$ cat config.mk
export PLATFORM = sky130hd
export DESIGN_NAME = alu_issue_stage
export DESIGN_NICKNAME = d
export VERILOG_FILES = /design/src/rtl/alu_pkg.sv /design/src/rtl/alu_op_decode.sv /design/src/rtl/alu_issue_stage.sv
export SDC_FILE = /design/constraint.sdc
export NUM_CORES = 1
export LEC_CHECK = 0
export CORE_MARGIN = 2
export CORE_UTILIZATION = 35
export CTS_CLUSTER_SIZE = 25
export DETAILED_ROUTE_END_ITERATION = 8
export PLACE_DENSITY = 0.75
export SLEW_MARGIN = 20
export SYNTH_ARGS = -nofsm -noshare
export SYNTH_HDL_FRONTEND = slang
export SYNTH_SLANG_ARGS = --single-unit
export TNS_END_PERCENT = 100
$ cat constraint.sdc
create_clock -name CLK -period 1.5 [get_ports CLK]
set_input_delay 0.45 -clock CLK [delete_from_list [all_inputs] [get_ports CLK]]
set_output_delay 0.45 -clock CLK [all_outputs]
set_load 0.05 [all_outputs]
$ cat src/rtl/alu_pkg.sv
// Shared ALU op encodings, RV32I opcodes, issue-entry layout and buffer states
// for the ALU issue stage.
package alu_pkg;

  localparam logic [3:0] ALU_ADD  = 4'd0;
  localparam logic [3:0] ALU_SUB  = 4'd1;
  localparam logic [3:0] ALU_AND  = 4'd2;
  localparam logic [3:0] ALU_OR   = 4'd3;
  localparam logic [3:0] ALU_XOR  = 4'd4;
  localparam logic [3:0] ALU_SLL  = 4'd5;
  localparam logic [3:0] ALU_SRL  = 4'd6;
  localparam logic [3:0] ALU_SRA  = 4'd7;
  localparam logic [3:0] ALU_SLT  = 4'd8;
  localparam logic [3:0] ALU_SLTU = 4'd9;

  localparam logic [6:0] OPC_OP     = 7'b0110011;
  localparam logic [6:0] OPC_OP_IMM = 7'b0010011;
  localparam logic [6:0] OPC_LUI    = 7'b0110111;
  localparam logic [6:0] OPC_AUIPC  = 7'b0010111;

  typedef struct packed {
    logic [31:0] x;
    logic [31:0] y;
    logic [3:0]  op;
    logic [4:0]  rd;
    logic        we;
    logic        illegal;
  } issue_entry_t;

  typedef enum logic [1:0] {
    ST_EMPTY = 2'd0,
    ST_ONE   = 2'd1,
    ST_TWO   = 2'd2
  } buf_state_t;

  // The ALU shifts by the whole Y operand, so only shamt may be nonzero.
  function automatic logic [31:0] shamt_operand(input logic [4:0] shamt);
    return {27'd0, shamt};
  endfunction

endpackage

$ cat src/rtl/alu_op_decode.sv
// Combinational RV32I OP/OP-IMM/LUI/AUIPC decoder producing one ALU issue entry.
module alu_op_decode
  import alu_pkg::*;
(
  input  logic [31:0]  INSTR,
  input  logic [31:0]  PC,
  input  logic [31:0]  RS1_DATA,
  input  logic [31:0]  RS2_DATA,
  output issue_entry_t ENTRY
);

  logic [6:0]  opc_s;
  logic [2:0]  f3_s;
  logic [6:0]  f7_s;
  logic [31:0] imm_i_s;
  logic [31:0] imm_u_s;
  logic [31:0] x_s;
  logic [31:0] y_s;
  logic [3:0]  op_s;
  logic        legal_s;

  assign opc_s   = INSTR[6:0];
  assign f3_s    = INSTR[14:12];
  assign f7_s    = INSTR[31:25];
  assign imm_i_s = {{20{INSTR[31]}}, INSTR[31:20]};
  assign imm_u_s = {INSTR[31:12], 12'd0};

  // Operand and operation selection by opcode and funct fields.
  always_comb begin
    x_s     = 32'd0;
    y_s     = 32'd0;
    op_s    = ALU_ADD;
    legal_s = 1'b0;
    case (opc_s)
      OPC_OP: begin
        x_s     = RS1_DATA;
        y_s     = RS2_DATA;
        legal_s = (f7_s == 7'h00) ||
                  ((f7_s == 7'h20) && ((f3_s == 3'd0) || (f3_s == 3'd5)));
        case (f3_s)
          3'd0: op_s = (f7_s == 7'h20) ? ALU_SUB : ALU_ADD;
          3'd1: begin
            op_s = ALU_SLL;
            y_s  = shamt_operand(RS2_DATA[4:0]);
          end
          3'd2: op_s = ALU_SLT;
          3'd3: op_s = ALU_SLTU;
          3'd4: op_s = ALU_XOR;
          3'd5: begin
            op_s = (f7_s == 7'h20) ? ALU_SRA : ALU_SRL;
            y_s  = shamt_operand(RS2_DATA[4:0]);
          end
          3'd6: op_s = ALU_OR;
          3'd7: op_s = ALU_AND;
          default: op_s = ALU_ADD;
        endcase
      end
      OPC_OP_IMM: begin
        x_s     = RS1_DATA;
        y_s     = imm_i_s;
        legal_s = 1'b1;
        case (f3_s)
          3'd0: op_s = ALU_ADD;
          3'd1: begin
            op_s    = ALU_SLL;
            y_s     = shamt_operand(INSTR[24:20]);
            legal_s = (f7_s == 7'h00);
          end
          3'd2: op_s = ALU_SLT;
          3'd3: op_s = ALU_SLTU;
          3'd4: op_s = ALU_XOR;
          3'd5: begin
            op_s    = (f7_s == 7'h20) ? ALU_SRA : ALU_SRL;
            y_s     = shamt_operand(INSTR[24:20]);
            legal_s = (f7_s == 7'h00) || (f7_s == 7'h20);
          end
          3'd6: op_s = ALU_OR;
          3'd7: op_s = ALU_AND;
          default: op_s = ALU_ADD;
        endcase
      end
      OPC_LUI: begin
        y_s     = imm_u_s;
        legal_s = 1'b1;
      end
      OPC_AUIPC: begin
        x_s     = PC;
        y_s     = imm_u_s;
        legal_s = 1'b1;
      end
      default: legal_s = 1'b0;
    endcase
  end

  // Illegal instructions issue as a zeroed no-write entry that keeps rd.
  always_comb begin
    ENTRY.rd = INSTR[11:7];
    if (legal_s) begin
      ENTRY.x       = x_s;
      ENTRY.y       = y_s;
      ENTRY.op      = op_s;
      ENTRY.we      = (INSTR[11:7] != 5'd0);
      ENTRY.illegal = 1'b0;
    end else begin
      ENTRY.x       = 32'd0;
      ENTRY.y       = 32'd0;
      ENTRY.op      = ALU_ADD;
      ENTRY.we      = 1'b0;
      ENTRY.illegal = 1'b1;
    end
  end

endmodule

$ cat src/rtl/alu_issue_stage.sv
// Registered ALU decode/issue stage with valid/ready on both sides.
// Define ALU_ISSUE_SKID_EN for a 2-entry skid buffer with a registered IN_READY.
module alu_issue_stage
  import alu_pkg::*;
(
  input  logic        CLK,
  input  logic        RST_N,
  input  logic        FLUSH,
  input  logic        IN_VALID,
  output logic        IN_READY,
  input  logic [31:0] INSTR,
  input  logic [31:0] PC,
  input  logic [31:0] RS1_DATA,
  input  logic [31:0] RS2_DATA,
  output logic        OUT_VALID,
  input  logic        OUT_READY,
  output logic [31:0] X,
  output logic [31:0] Y,
  output logic [3:0]  OP,
  output logic [4:0]  RD,
  output logic        WE,
  output logic        ILLEGAL
);

  issue_entry_t dec_s;
  issue_entry_t out_q;
  buf_state_t   state_q;
  logic         out_valid_q;
  logic         accept_s;
  logic         issue_s;

  alu_op_decode u_decode (
    .INSTR    (INSTR),
    .PC       (PC),
    .RS1_DATA (RS1_DATA),
    .RS2_DATA (RS2_DATA),
    .ENTRY    (dec_s)
  );

  assign accept_s = IN_VALID && IN_READY;
  assign issue_s  = out_valid_q && OUT_READY;

`ifdef ALU_ISSUE_SKID_EN
  issue_entry_t skid_q;
  logic         in_ready_q;

  assign IN_READY = in_ready_q;

  // Output register plus one skid entry; IN_READY is computed for the next state.
  always_ff @(posedge CLK or negedge RST_N) begin
    if (!RST_N) begin
      state_q     <= ST_EMPTY;
      out_valid_q <= 1'b0;
      in_ready_q  <= 1'b1;
      out_q       <= '0;
      skid_q      <= '0;
    end else if (FLUSH) begin
      state_q     <= ST_EMPTY;
      out_valid_q <= 1'b0;
      in_ready_q  <= 1'b1;
      out_q       <= '0;
      skid_q      <= '0;
    end else begin
      case (state_q)
        ST_EMPTY: begin
          if (accept_s) begin
            out_q       <= dec_s;
            out_valid_q <= 1'b1;
            state_q     <= ST_ONE;
          end
        end
        ST_ONE: begin
          if (accept_s && !issue_s) begin
            skid_q     <= dec_s;
            in_ready_q <= 1'b0;
            state_q    <= ST_TWO;
          end else if (!accept_s && issue_s) begin
            out_valid_q <= 1'b0;
            state_q     <= ST_EMPTY;
          end else if (accept_s && issue_s) begin
            out_q <= dec_s;
          end
        end
        ST_TWO: begin
          if (issue_s) begin
            out_q      <= skid_q;
            in_ready_q <= 1'b1;
            state_q    <= ST_ONE;
          end
        end
        default: begin
          state_q     <= ST_EMPTY;
          out_valid_q <= 1'b0;
          in_ready_q  <= 1'b1;
        end
      endcase
    end
  end
`else
  assign IN_READY = (state_q == ST_EMPTY) || OUT_READY;

  // Single pipeline register: a new entry may replace one leaving this cycle.
  always_ff @(posedge CLK or negedge RST_N) begin
    if (!RST_N) begin
      state_q     <= ST_EMPTY;
      out_valid_q <= 1'b0;
      out_q       <= '0;
    end else if (FLUSH) begin
      state_q     <= ST_EMPTY;
      out_valid_q <= 1'b0;
      out_q       <= '0;
    end else if (accept_s) begin
      out_q       <= dec_s;
      out_valid_q <= 1'b1;
      state_q     <= ST_ONE;
    end else if (issue_s) begin
      out_valid_q <= 1'b0;
      state_q     <= ST_EMPTY;
    end else begin
      state_q <= state_q;
    end
  end
`endif

  assign OUT_VALID = out_valid_q;
  assign X         = out_q.x;
  assign Y         = out_q.y;
  assign OP        = out_q.op;
  assign RD        = out_q.rd;
  assign WE        = out_q.we;
  assign ILLEGAL   = out_q.illegal;

endmodule

==> metrics.txt, run 1 <==
worst hold-check path type=in -> async; CORE AREA=0.0103 mm^2; Main synth FF type=dfrtp_1; Reg area=0.00190 mm^2; row count=37; DRC Markers=0; layout cells sized above 1=48.8%; wire length on met1=7610 um; WP data arrival=2.20 ns; number of library cell types mapped by synthesis=36; Post-Syn Nets=495; clock sinks=76; first-pass GRT wire length=27,600 um; clock-pin slew on the worst setup and hold paths=0.09 ns; min Tclk post-route=1.94 ns; RSZ-0062 raised after global routing=true; clock latency on the worst-skew pair=0.36 ns; total power=4780 uW; Ports=210; status=complete, but fails checks; GRT Util Overall=32.3%; Post-DP HPWL=10,700 um; H-Tree Depth=3; area of the mapped netlist=0.00367 mm^2; Final Hold Vio Count=0; worst slew pin tran=0.605 ns; Max Fclk=517 MHz; yosys warns=0; wire length per cell=28.3 um; port bufs=209; max_cap viols=0; crit-path most repeated cell=buf_4; Top Family by Delay on Critical Path=buffers and inverters; LEAKAGE=0.00362 uW; vias=4,756; Max stage delay cell, worst path=o31ai_4; crit-path max cell delay=0.33 ns; RePlAce Congestion=0.829; RR Startpoint=state_q[0]$_DFFE_PN0P_; Max Used Layer=met4; failing checks=setup timing; commonest non-fill, non-tap cell in the layout=clkdlybuf4s50_1; Die Span Y=106 um; cell count after placement=721; Critical Path Sink Type=flip-flop; ys async rst share=100%; Final WS setup=-0.436 ns; Seq/Total Area, Yosys=51.8%; DIE AREA=0.0113 mm^2; largest net degree at the start of global routing=39; clk root buf=clkbuf_8; WL met3=1450 um; Cell Pwr Density=536 mW/mm^2; crit-path max FO=4; initial antenna violation count=1; VDD IR max=0.000357 V; DRT iter0 DRCs=426; DR vias/cell=6.12; Layout Utilization=86.8%; max-slew violations=0; final setup vio count=74; Avg Inst Size Synth=10.1 um^2; vias in the first global route=4,788; Die W=106 um; commonest cells after routing, fill and taps aside=clkdlybuf4s50_1 (111), buf_12 (92), dfrtp_1 (75), nand2_1 (73), buf_4 (37); total clock buffers created by CTS=9; Setup crit start kind=input port; Final Instance Count excl. Fillers=777; global route overflow=0; clock tree buffer depth=2; Worst Skew=0.00901 ns; DRT Pass-1 Iters=5; ANT nets after route=0; Final Cycle Share=129%; Layout Area Growth over Synthesis=143%; Max-slew headroom=59.7%; # fillers=430; Initial Util=35.7%; WP data required=1.76 ns; Routed WL=22,000 um; CTS tree=done; kind of critical path=in -> reg; Post-synth EDFFs=0; crit path buf inv count=4; Yosys reg bits=76; met2 wire length=11,500 um; fin nets=768; Syn Inst Count=362; pre-CTS setup slack=-1.28 ns; Cell Chain, Critical Path=buf_8 -> nor3b_4 -> buf_4 -> nand4_1 -> buf_4 -> nor2_4 -> buf_6 -> a221oi_2 -> o31ai_4; Multi-input gate area=0.00262 mm^2; CP Launch Point=INSTR[3]
==> state kept, by name, summed over array words and instances (netlist names) <==
register  cells
ILLEGAL       1
OP            4
RD            5
WE            1
X            32
Y            32
state_q       1
==> logic make-up (layout without fill, tap and decap cells) <==
| group | count (synthesis) | after routing | synth area share (%) |
|---|---|---|---|
| other | 0 | 1 | 0 |
| buffers and inverters | 35 | 313 | 4.09 |
| flip-flops | 76 | 76 | 51.8 |
| AO/OA/AOI/OAI | 137 | 137 | 27.8 |
| multiplexers | 12 | 12 | 3.27 |
| AND/OR/NAND/NOR | 102 | 102 | 13.1 |
==> path summary, 6_finish.rpt <==
kind | to | slack, ns | cells past startpoint
max | Y[14]$_DFFE_PN0P_ | -0.44 | 9
min | X[3]$_DFFE_PN0P_ | 0.06 | 2
max reg2reg | Y[10]$_DFFE_PN0P_ | -0.30 | 6
min reg2reg | Y[8]$_DFFE_PN0P_ | 0.55 | 2
max in group asynchronous | WE$_DFFE_PN0P_ | 1.22 | 2
min in group CLK | state_q[0]$_DFFE_PN0P_ | 0.54 | 3
==> cell usage after synthesis (2+ instances only) <==
cell      instances  area, um^2
a21oi_1           4        20.0
a221oi_1         20         175
a22o_1            6        52.6
a22oi_1          32         240
buf_2             9        45.0
clkbuf_1         24        90.1
dfrtp_1          76        1900
mux2i_1          12         120
nand2_1          73         274
nand2b_1          3        18.8
nand3_1           3        15.0
nand3b_1          2        15.0
nor2_1            6        22.5
nor2b_1           2        12.5
nor3_2            2        20.0
o21ai_0          31         155
o21ai_1           6        30.0
o31ai_1          27         203
o41ai_2           6        97.6
or3_1             2        12.5
==> area by class of cell <==
type	count	share of cell area, %
clock buffer	14	2.16
sequential	76	21.3
multi-input combinational	251	29.4
inverter	1	0.0421
timing repair buffer	296	45.0
antenna	1	0.0281
clock inverter	2	0.154
tap	136	1.91
==> routing by layer <==
layer / track usage, % / vias up
li1: - / 1922
met3: 6.68 / 106
met2: 57.1 / 361
met1: 35.9 / 2367
met4: 18.6 / 0
met5: 0 / -
==> stage by stage <==
stage          TNS (ns)  cell area, um^2  hold WS [ns]
2_1_floorplan    -21.70             3740         0.154
3_3_place_gp     -75.15             7100         0.447
3_5_place_dp     -82.61             7100         0.452
4_1_cts          -19.53             8220        0.0665
5_1_grt          -26.33             8920        0.0654
6_report         -25.34             8920        0.0564
==> report_power, final <==
part,switching (uW),internal [uW]
registers,16.7,2060
logic,472,525
clock network,874,834
==> repair_timing <==
item / in CTS / in global routing
setup endpoints to repair: 72 / 73
gates cloned: 12 / 4
gates resized for setup: 171 / 120
hold endpoints to repair: 0 / 0
setup buffers: 17 / 11
pin swaps: 56 / 55
hold buffers: 0 / 0
Note: power is estimated with default switching activity, not from simulation.
==> run 2, diff against run 1 <==
--- a/config.mk
+++ b/config.mk
@@ -5,6 +5,7 @@
 export SDC_FILE = /design/constraint.sdc
 export NUM_CORES = 1
 export LEC_CHECK = 0
+export ABC_CLOCK_PERIOD_IN_PS = 1500
 export CORE_MARGIN = 2
 export CORE_UTILIZATION = 35
 export CTS_CLUSTER_SIZE = 25
==> results of run 2 <==
No change in the layout: final DEF, timing and power equal those of run 1.
==> run 3, diff against run 2 <==
--- a/config.mk
+++ b/config.mk
@@ -5,11 +5,11 @@
 export SDC_FILE = /design/constraint.sdc
 export NUM_CORES = 1
 export LEC_CHECK = 0
-export ABC_CLOCK_PERIOD_IN_PS = 1500
-export CORE_MARGIN = 2
+export CORE_MARGIN = 4
 export CORE_UTILIZATION = 35
 export CTS_CLUSTER_SIZE = 25
 export DETAILED_ROUTE_END_ITERATION = 8
+export MAX_ROUTING_LAYER = met4
 export PLACE_DENSITY = 0.75
 export SLEW_MARGIN = 20
 export SYNTH_ARGS = -nofsm -noshare
==> metrics.txt, run 3 (synthesized netlist as in run 1, its figures left out) <==
status=complete, but fails checks (unchanged); failing checks=setup timing (unchanged); Worst Skew=0.0150 ns (was 0.00901 ns); CTS tree=done (unchanged); CORE AREA=0.0103 mm^2 (unchanged); vias=4,409 (was 4,756); Post-DP HPWL=10,500 um (was 10,700 um); Final Cycle Share=129% (about the same); crit-path most repeated cell=buf_4 (unchanged); Hold-fix buffers, CTS=0 (unchanged); setup TNS=-22.66 ns (was -25.34 ns); RePlAce Congestion=0.828 (was 0.829); pre-CTS setup slack=-1.11 ns (was -1.28 ns); Max-slew headroom=62.2% (was 59.7%); DRT iter0 DRCs=374 (was 426); min Tclk post-route=1.93 ns (was 1.94 ns); worst hold-check path type=in -> async (unchanged); kind of critical path=in -> reg (unchanged); Final Hold Vio Count=0 (unchanged); crit-path max cell delay=0.46 ns (was 0.33 ns); Layout Area Growth over Synthesis=134% (was 143%); commonest cells after routing, fill and taps aside=clkdlybuf4s50_1 (111), buf_12 (89), dfrtp_1 (75), nand2_1 (72), buf_4 (42) (was clkdlybuf4s50_1 (111), buf_12 (92), dfrtp_1 (75), nand2_1 (73), buf_4 (37)); # fillers=528 (was 430); H-Tree Depth=3 (unchanged); WP data arrival=2.15 ns (was 2.20 ns); worst slew pin tran=0.567 ns (was 0.605 ns); clock tree buffer depth=2 (unchanged); DRT Pass-1 Iters=5 (unchanged); DR vias/cell=5.72 (was 6.12); Clock Power Share=33.0% (was 35.7%); clock latency on the worst-skew pair=0.35 ns (was 0.36 ns); DRC Markers=0 (unchanged); final instance area=0.00859 mm^2 (was 0.00892 mm^2); crit-path max FO=10 (was 4); P_int=3210 uW (was 3420 uW); sequential share of power=46.2% (was 43.4%); clock sinks=76 (unchanged); wire length per cell=24.4 um (was 28.3 um); Max Fclk=518 MHz (was 517 MHz); ANT nets after route=0 (unchanged); Reg area=0.00190 mm^2 (unchanged); first-pass GRT wire length=25,700 um (was 27,600 um); net load switching power=1280 uW (was 1360 uW); final setup vio count=71 (was 74); row count=37 (unchanged); Cell Pwr Density=523 mW/mm^2 (was 536 mW/mm^2); clock-pin slew on the worst setup and hold paths=0.09 ns (about the same); RSZ-0062 raised after global routing=true (unchanged); LEAKAGE=0.00353 uW (was 0.00362 uW); max_cap viols=0 (unchanged); GRT Util Overall=27.1% (was 32.3%); Setup crit start kind=input port (unchanged); commonest non-fill, non-tap cell in the layout=clkdlybuf4s50_1 (unchanged); Top Family by Delay on Critical Path=buffers and inverters (unchanged); WP data required=1.72 ns (was 1.76 ns); global route overflow=0 (unchanged); Max stage delay cell, worst path=a221oi_1 (was o31ai_4); max-slew violations=0 (unchanged); vias in the first global route=4,675 (was 4,788); Critical Path Sink Type=flip-flop (unchanged); Routed WL=18,800 um (was 22,000 um); DIE AREA=0.0122 mm^2 (was 0.0113 mm^2); placement-stage cell area=0.00708 mm^2 (was 0.00710 mm^2); antenna cell count=0 (was 1); total clock buffers created by CTS=9 (unchanged); largest net degree at the start of global routing=77 (was 39); fin nets=763 (was 768); layout cells sized above 1=46.6% (was 48.8%); port bufs=209 (unchanged); Initial Util=35.7% (unchanged); initial antenna violation count=0 (was 1); crit path buf inv count=5 (was 4); Multi-input gate area=0.00242 mm^2 (was 0.00262 mm^2); Sw Share=28.5% (about the same); Final WS setup=-0.430 ns (was -0.436 ns); clk root buf=clkbuf_8 (unchanged); Ports=210 (unchanged); Combinational Power Share=20.7% (was 20.8%); Layout Utilization=83.6% (was 86.8%); VDD IR max=0.000413 V (was 0.000357 V); Die Span Y=110 um (was 106 um); Die W=110 um (was 106 um); Cell Chain, Critical Path=dlygate4sd2_1 -> nor2b_4 -> buf_4 -> buf_6 -> nor4_4 -> buf_4 -> clkbuf_16 -> a221oi_1 -> o31ai_4 (was buf_8 -> nor3b_4 -> buf_4 -> nand4_1 -> buf_4 -> nor2_4 -> buf_6 -> a221oi_2 -> o31ai_4)
==> run 3: changes by cell type in the layout (fill, tap and decap cells not counted), moves of 3 or more <==
cell      before  now
o21ai_2       26   35
buf_6         21   14
o21ai_4        8    1
a221oi_4       9    3
a22oi_1       20   26
a22oi_2       12    6
buf_4         37   42
buf_8          8    3
clkbuf_8      14   10
a221oi_1       0    3
a221oi_2      11   14
buf_12        92   89
o31ai_4       21   18
==> run 3: layout make-up <==
class | count | share of cell area [%]
clock inverters | 6 | 0.452
repair buffers | 291 | 45.6
well taps | 136 | 1.98
flip-flops and latches | 76 | 22.2
clock buffers | 10 | 1.60
multi-input cells | 251 | 28.1
inverters | 1 | 0.0437
==> run 3: final timing paths <==
check / start / endpoint / slack (ns) / depth (start not counted)
setup / recovery: INSTR[12] / Y[16]$_DFFE_PN0P_ / -0.43 / 9
hold / removal: RST_N / Y[7]$_DFFE_PN0P_ / 0.1 / 2
setup reg to reg: state_q[0]$_DFFE_PN0P_ / OP[2]$_DFFE_PN0P_ / -0.24 / 5
hold reg to reg: X[29]$_DFFE_PN0P_ / X[29]$_DFFE_PN0P_ / 0.55 / 2
max in group asynchronous: RST_N / state_q[0]$_DFFE_PN0P_ / 1.00 / 2
min in group CLK: X[29]$_DFFE_PN0P_ / X[29]$_DFFE_PN0P_ / 0.55 / 2
==> run 3: stage by stage <==
stage	instances	hold WS, ns	power, uW
2_1_floorplan	362	0.154	2300
3_3_place_gp	717	0.497	2880
3_5_place_dp	717	0.509	2900
4_1_cts	758	0.139	4380
5_1_grt	771	0.148	4640
6_report	771	0.0969	4490
==> run 3: worst register-to-register path: stages (launching register included) <==
cell and delay, ns:
dfrtp_2 0.44, nand2b_4 0.09, nand3b_1 0.15, or3_4 0.46, or3_1 0.39, o21ai_2 0.14
==> run 3: routing by layer <==
layer	up-vias	track usage (%)	wire (um)
li1	1915	-	-
met1	2241	29.7	6920
met2	201	48.3	10300
met3	52	5.15	921
met4	0	10.9	684
met5	-	-	0
==> run 3: repair_timing <==
item	CTS	global route
pin swaps	47	32
cloned	11	6
gates resized for setup	173	67
setup endpoints to repair	76	76
setup buffers	14	14
==> run 3: power by group through the flow <==
stage	combinational, uW	clock, uW	sequential [uW]
final	931	1480	2070
after global routing	975	1590	2080
after CTS	852	1460	2070
after detailed placement	783	0	2110
after global placement	765	0	2110
after floorplan	149	0	2150
